## src/rtl/simple_memory_lsu.sv

```systemverilog
// simple_memory_lsu: single-outstanding load/store initiator for simple_memory.
// Accepts one byte/half/word access, checks alignment and bounds, drives the
// memory ports for exactly one ACCESS cycle and returns a one-cycle response.
module simple_memory_lsu #(
  parameter int unsigned pWords = 32'd44
) (
  input  logic        iwClk,
  input  logic        iwnRst,
  input  logic        iwReqValid,
  output logic        owReqReady,
  input  logic        iwReqWrite,
  input  logic [1:0]  iwReqSize,
  input  logic        iwReqSigned,
  input  logic [31:0] iwReqAddr,
  input  logic [31:0] iwReqWdata,
  output logic        owRespValid,
  output logic [31:0] owRespData,
  output logic        owRespFault,
  output logic [31:0] owReadAddr,
  output logic [31:0] owWriteAddr,
  output logic [31:0] owWriteData,
  output logic [3:0]  owWstrb,
  input  logic [31:0] iwReadData
);

  typedef enum logic [1:0] {IDLE, ACCESS, RESP} state_e;

  // Byte count of the whole memory; the end-of-access compare is done in
  // 33 bits so an address near 2^32 wraps into a fault instead of passing.
  localparam logic [32:0] LIMIT = 33'(pWords) << 2;

  state_e      state_q, state_d;
  logic        write_q, write_d;
  logic [1:0]  size_q, size_d;
  logic        signed_q, signed_d;
  logic        fault_q, fault_d;
  logic [31:0] rdata_q, rdata_d;
  logic [31:0] raddr_q, raddr_d;
  logic [31:0] waddr_q, waddr_d;
  logic [31:0] wdout_q, wdout_d;

  logic [32:0] req_nbytes;
  logic [32:0] req_end;
  logic        req_fault;
  logic [31:0] req_wmask;
  logic [3:0]  strb;
  logic [31:0] load_ext;

  // Request-side fault check and store-data masking, evaluated in IDLE.
  always_comb begin
    req_nbytes = 33'd4;
    req_wmask  = iwReqWdata;
    case (iwReqSize)
      2'b00: begin req_nbytes = 33'd1; req_wmask = {24'h0, iwReqWdata[7:0]};  end
      2'b01: begin req_nbytes = 33'd2; req_wmask = {16'h0, iwReqWdata[15:0]}; end
      default: ;
    endcase
    req_end   = {1'b0, iwReqAddr} + req_nbytes;
    req_fault = (iwReqSize == 2'b11)
             || (iwReqSize == 2'b01 && iwReqAddr[0])
             || (iwReqSize == 2'b10 && iwReqAddr[1:0] != 2'b00)
             || (req_end > LIMIT);
  end

  // Write strobe pattern and load extension from the latched access.
  always_comb begin
    strb     = 4'b0000;
    load_ext = rdata_q;
    case (size_q)
      2'b00: begin
        strb     = 4'b0001;
        load_ext = {{24{signed_q & rdata_q[7]}}, rdata_q[7:0]};
      end
      2'b01: begin
        strb     = 4'b0011;
        load_ext = {{16{signed_q & rdata_q[15]}}, rdata_q[15:0]};
      end
      2'b10: strb = 4'b1111;
      default: ;
    endcase
  end

  // Next-state and register-update logic for IDLE -> ACCESS -> RESP.
  always_comb begin
    state_d  = state_q;
    write_d  = write_q;
    size_d   = size_q;
    signed_d = signed_q;
    fault_d  = fault_q;
    rdata_d  = rdata_q;
    raddr_d  = raddr_q;
    waddr_d  = waddr_q;
    wdout_d  = wdout_q;
    case (state_q)
      IDLE: begin
        if (iwReqValid) begin
          write_d  = iwReqWrite;
          size_d   = iwReqSize;
          signed_d = iwReqSigned;
          fault_d  = req_fault;
          if (req_fault) begin
            state_d = RESP;
          end else begin
            state_d = ACCESS;
            // Memory ports only move for an access that will really happen.
            raddr_d = iwReqAddr;
            waddr_d = iwReqAddr;
            if (iwReqWrite) wdout_d = req_wmask;
          end
        end
      end
      ACCESS: begin
        // Memory sampled on the falling edge inside this cycle.
        if (!write_q) rdata_d = iwReadData;
        state_d = RESP;
      end
      RESP:    state_d = IDLE;
      default: state_d = IDLE;
    endcase
  end

  // State and datapath registers; reset abandons any access in flight.
  always_ff @(posedge iwClk or negedge iwnRst) begin
    if (!iwnRst) begin
      state_q  <= IDLE;
      write_q  <= 1'b0;
      size_q   <= 2'b00;
      signed_q <= 1'b0;
      fault_q  <= 1'b0;
      rdata_q  <= 32'h0;
      raddr_q  <= 32'h0;
      waddr_q  <= 32'h0;
      wdout_q  <= 32'h0;
    end else begin
      state_q  <= state_d;
      write_q  <= write_d;
      size_q   <= size_d;
      signed_q <= signed_d;
      fault_q  <= fault_d;
      rdata_q  <= rdata_d;
      raddr_q  <= raddr_d;
      waddr_q  <= waddr_d;
      wdout_q  <= wdout_d;
    end
  end

  // Outputs decode straight from state so reset clears the strobe at once.
  always_comb begin
    owReqReady  = (state_q == IDLE);
    owRespValid = (state_q == RESP);
    owRespFault = (state_q == RESP) && fault_q;
    owRespData  = ((state_q == RESP) && !write_q && !fault_q) ? load_ext : 32'h0;
    owWstrb     = ((state_q == ACCESS) && write_q) ? strb : 4'b0000;
    owReadAddr  = raddr_q;
    owWriteAddr = waddr_q;
    owWriteData = wdout_q;
  end

endmodule

```

## config.mk

```make
export PLATFORM = sky130hd
export DESIGN_NAME = simple_memory_lsu
export DESIGN_NICKNAME = d
export VERILOG_FILES = /design/src/rtl/simple_memory_lsu.sv
export SDC_FILE = /design/constraint.sdc
export NUM_CORES = 1
export LEC_CHECK = 0
export ABC_AREA = 1
export CORE_AREA = 2 2 115 117
export CTS_CLUSTER_DIAMETER = 50
export CTS_CLUSTER_SIZE = 12
export DETAILED_ROUTE_END_ITERATION = 10
export DIE_AREA = 0 0 117 119
export PLACE_DENSITY_LB_ADDON = 0.25
export SLEW_MARGIN = 10
export SYNTH_ARGS = -nofsm -noshare
export SYNTH_HDL_FRONTEND = slang
export SYNTH_SLANG_ARGS = --single-unit
```

## constraint.sdc

```tcl
create_clock -name iwClk -period 3.5 [get_ports iwClk]
set_input_delay 0.525 -clock iwClk [delete_from_list [all_inputs] [get_ports iwClk]]
set_output_delay 0.525 -clock iwClk [all_outputs]
set_load 0.03 [all_outputs]
```

==> impl_metrics.env <==
export IMPL_synth_net_count=915
export IMPL_ys_async_sr_fraction=1.00
export IMPL_rrSetupSlack_ns=1.61
export IMPL_drc=0
export IMPL_r2r_start="state_q[0]$_DFFE_PN0P_"
export IMPL_drt_iter0_drc=291
export IMPL_drive_gt1_frac=0.0944
export IMPL_cts_made_buffers=9
export IMPL_dp_cells=1177
export IMPL_ys_seq_area_frac=0.434
export IMPL_path_max_fanout=16
export IMPL_grtUsageMet2=0.406
export IMPL_crit_slowest_cell="clkdlybuf4s50_1"
export IMPL_die_w_um=117
export IMPL_antenna_found_initial=0
export IMPL_num_vias=5794
export IMPL_io_pin_count=238
export IMPL_final_max_slew_viol_count=0
export IMPL_p_leak_nw=4.35
export IMPL_dominantRegCellSynth="dfrtp_1"
export IMPL_htreeDepth=3
export IMPL_synth_area_um2=5940
export IMPL_r2r_end="owWriteData[3]$_DFFE_PN0P_"
export IMPL_firstDrtPassIters=4
export IMPL_met1_usage=0.314
export IMPL_cts_sinks=103
export IMPL_setup_viol=0
export IMPL_io_buffer_count=237
export IMPL_start_util=0.461
export IMPL_routed_via_density=4.86
export IMPL_worstRegToRegCells=10
export IMPL_nNetsFinal=1122
export IMPL_max_freq_mhz=312
export IMPL_final_antenna_net_count=0
export IMPL_overflow=0
export IMPL_powerDensity_nw_per_um2=297
export IMPL_holdWs_ns=0.218
export IMPL_synth_edf_count=0
export IMPL_grtUsageMet3=0.0529
export IMPL_timing_final_ws_setup_ns=0.295
export IMPL_worstPathRequired_ns=2.97
export IMPL_synth_seq_cells=103
export IMPL_cts_tree="yes"
export IMPL_tightest_slew_ns=0.708
export IMPL_multi_input_area_um2=2580
export IMPL_start_kind="flop"
export IMPL_wl_per_cell_um=14.1
export IMPL_grt_pass1_wl_mm=26.8
export IMPL_hold_viol=0
export IMPL_synth_warning_count=0
export IMPL_grt_usage=0.242
export IMPL_die_area_um2=13900
export IMPL_rsz0062_at_grt="false"
export IMPL_diodes=0
export IMPL_finalNonFillerCells=1193
export IMPL_dp_slack_ns=-0.0138
export IMPL_root_buffer="clkbuf_16"
export IMPL_grt_max_degree=55
export IMPL_path_clk_slew_ns=0.07
export IMPL_worstPathCellList="inv_1, ha_1, nand3_2, nand2_1, o21ai_1, buf_4, a21oi_1, clkdlybuf4s50_1"
export IMPL_design_core_area_um2=12900
export IMPL_end_kind="output pin"
export IMPL_total_power_mw=2.57
export IMPL_dieHeight_um=119
export IMPL_min_period_ns=3.20
export IMPL_grt_pass1_vias=5358
export IMPL_yosysMostFrequentCell="nand2_1"
export IMPL_postSynthAreaPerCell_um2=7.38
export IMPL_seq_area_um2=2580
export IMPL_finalCritPeriodShare=0.916
export IMPL_clock_insertion_delay_worst_skew_ns=0.34
export IMPL_area_delta_synth_final_pct=45.9
export IMPL_vdd_drop_max_uv=224
export IMPL_setup_tns_ns=0
export IMPL_wirelength_mm=16.8
export IMPL_path_class="flop to output pin"
export IMPL_synth_cell_types=29
export IMPL_yosysTopAreaCell="dfrtp_1"
export IMPL_top_usage_layer="met2"
export IMPL_n_fill_cell=1109
export IMPL_dp_hpwl_mm=12.8
export IMPL_synth_top_area_frac=0.434
export IMPL_fp_row_count=42
export IMPL_cp_arrival_ns=2.68
export IMPL_slowest_delay_ns=0.72
export IMPL_cts_buffer_depth=2
export IMPL_fin_skew_ns=0.00979
export IMPL_drv_cap=0
export IMPL_gp_congestion=0.947
export IMPL_synth_area_top_cells="dfrtp_1 (43%), nand2_1 (15%), nor2_1 (6.0%)"
export IMPL_relSlewSlack=0.528
export IMPL_synth_common_cells="nand2_1 (239), dfrtp_1 (103), nor2_1 (95), inv_1 (89), nand4_1 (49)"
export IMPL_hold_class="primary input to async pin"
export IMPL_outcome="completed"
export IMPL_syn_instance_count=805
export IMPL_post_cts_setup_buffers=0
[cells in the final DEF, fill, tap and decap left out, types with 6 or more instances in the layout]
| cell type | instances |
|---|---|
| a21oi_1 | 22 |
| buf_4 | 19 |
| clkbuf_16 | 9 |
| clkdlybuf4s50_1 | 236 |
| dfrtp_1 | 103 |
| ha_1 | 6 |
| inv_1 | 89 |
| inv_2 | 24 |
| mux2_2 | 23 |
| nand2_1 | 239 |
| nand3_1 | 37 |
| nand4_1 | 49 |
| nor2_1 | 95 |
| nor3_1 | 22 |
| o21ai_0 | 6 |
[how the worst max path moves through the flow]
| stage | to | startpoint | cells past startpoint |
|---|---|---|---|
| finish | owRespData[30] | size_q[0]$_DFFE_PN0P_ | 8 |
| global placement | owWriteData[10]$_DFFE_PN0P_ | iwReqSize[1] | 18 |
| detailed placement | owWriteData[3]$_DFFE_PN0P_ | iwReqSize[1] | 17 |
| global route | owWriteData[17]$_DFFE_PN0P_ | iwReqSize[1] | 19 |
| CTS | owRespData[30] | size_q[0]$_DFFE_PN0P_ | 8 |
| floorplan | owWriteData[10]$_DFFE_PN0P_ | iwReqSize[1] | 17 |
[kinds of logic after synthesis]
family / synth area share
adder cells (fa/ha/maj): 0.0160
XOR/XNOR: 0.00885
flip-flops: 0.434
AND/OR/NAND/NOR: 0.336
AO/OA/AOI/OAI: 0.0267
multiplexers: 0.0436
buffers and inverters: 0.135
[state kept, by name, summed over array words and instances, names as in the netlist]
register     flops
state_q          2
rdata_q         32
fault_q          1
size_q           2
owWriteData     32
signed_q         1
owWriteAddr     32
write_q          1
[routing by layer]
layer | vias to the layer above | share of wire
met5 | - | 0
met4 | 0 | 0.017
met3 | 23 | 0.066
met2 | 191 | 0.49
met1 | 2672 | 0.42
li1 | 2908 | -
[what timing repair did]
action,in CTS,in global routing
gates resized for setup,0,3
endpoints found under the setup margin,0,10
hold buffers,0,0
[layout make-up]
cell class | instances | area share
sequential | 103 | 0.297
timing repair buffer | 259 | 0.297
clock inverter | 7 | 0.00780
inverter | 113 | 0.0489
multi-input combinational | 526 | 0.297
clock buffer | 9 | 0.0260
tap | 176 | 0.0254
[where the power goes]
group	leakage (nW)	switching, mW	total (mW)	internal [mW]
Clock	0.139	0.466	0.964	0.497
Combinational	2.86	0.197	0.378	0.180
Sequential	1.35	0.0144	1.23	1.21
[critical path: cells and delay by family (launching register included)]
kind	cells	cell delay, ns
AND/OR/NAND/NOR	2	0.39
buffers and inverters	3	1.02
AO/OA/AOI/OAI	2	0.18
adder cells (fa/ha/maj)	1	0.34
flip-flops	1	0.42
[through the flow]
stage               cell area [um2]  utilization
finish                         8670        0.673
detailed placement             8360        0.649
CTS                            8650        0.672
global placement               8360        0.649
global route                   8670        0.673
floorplan                      5940            -
Note: power is estimated with default switching activity, not from simulation.
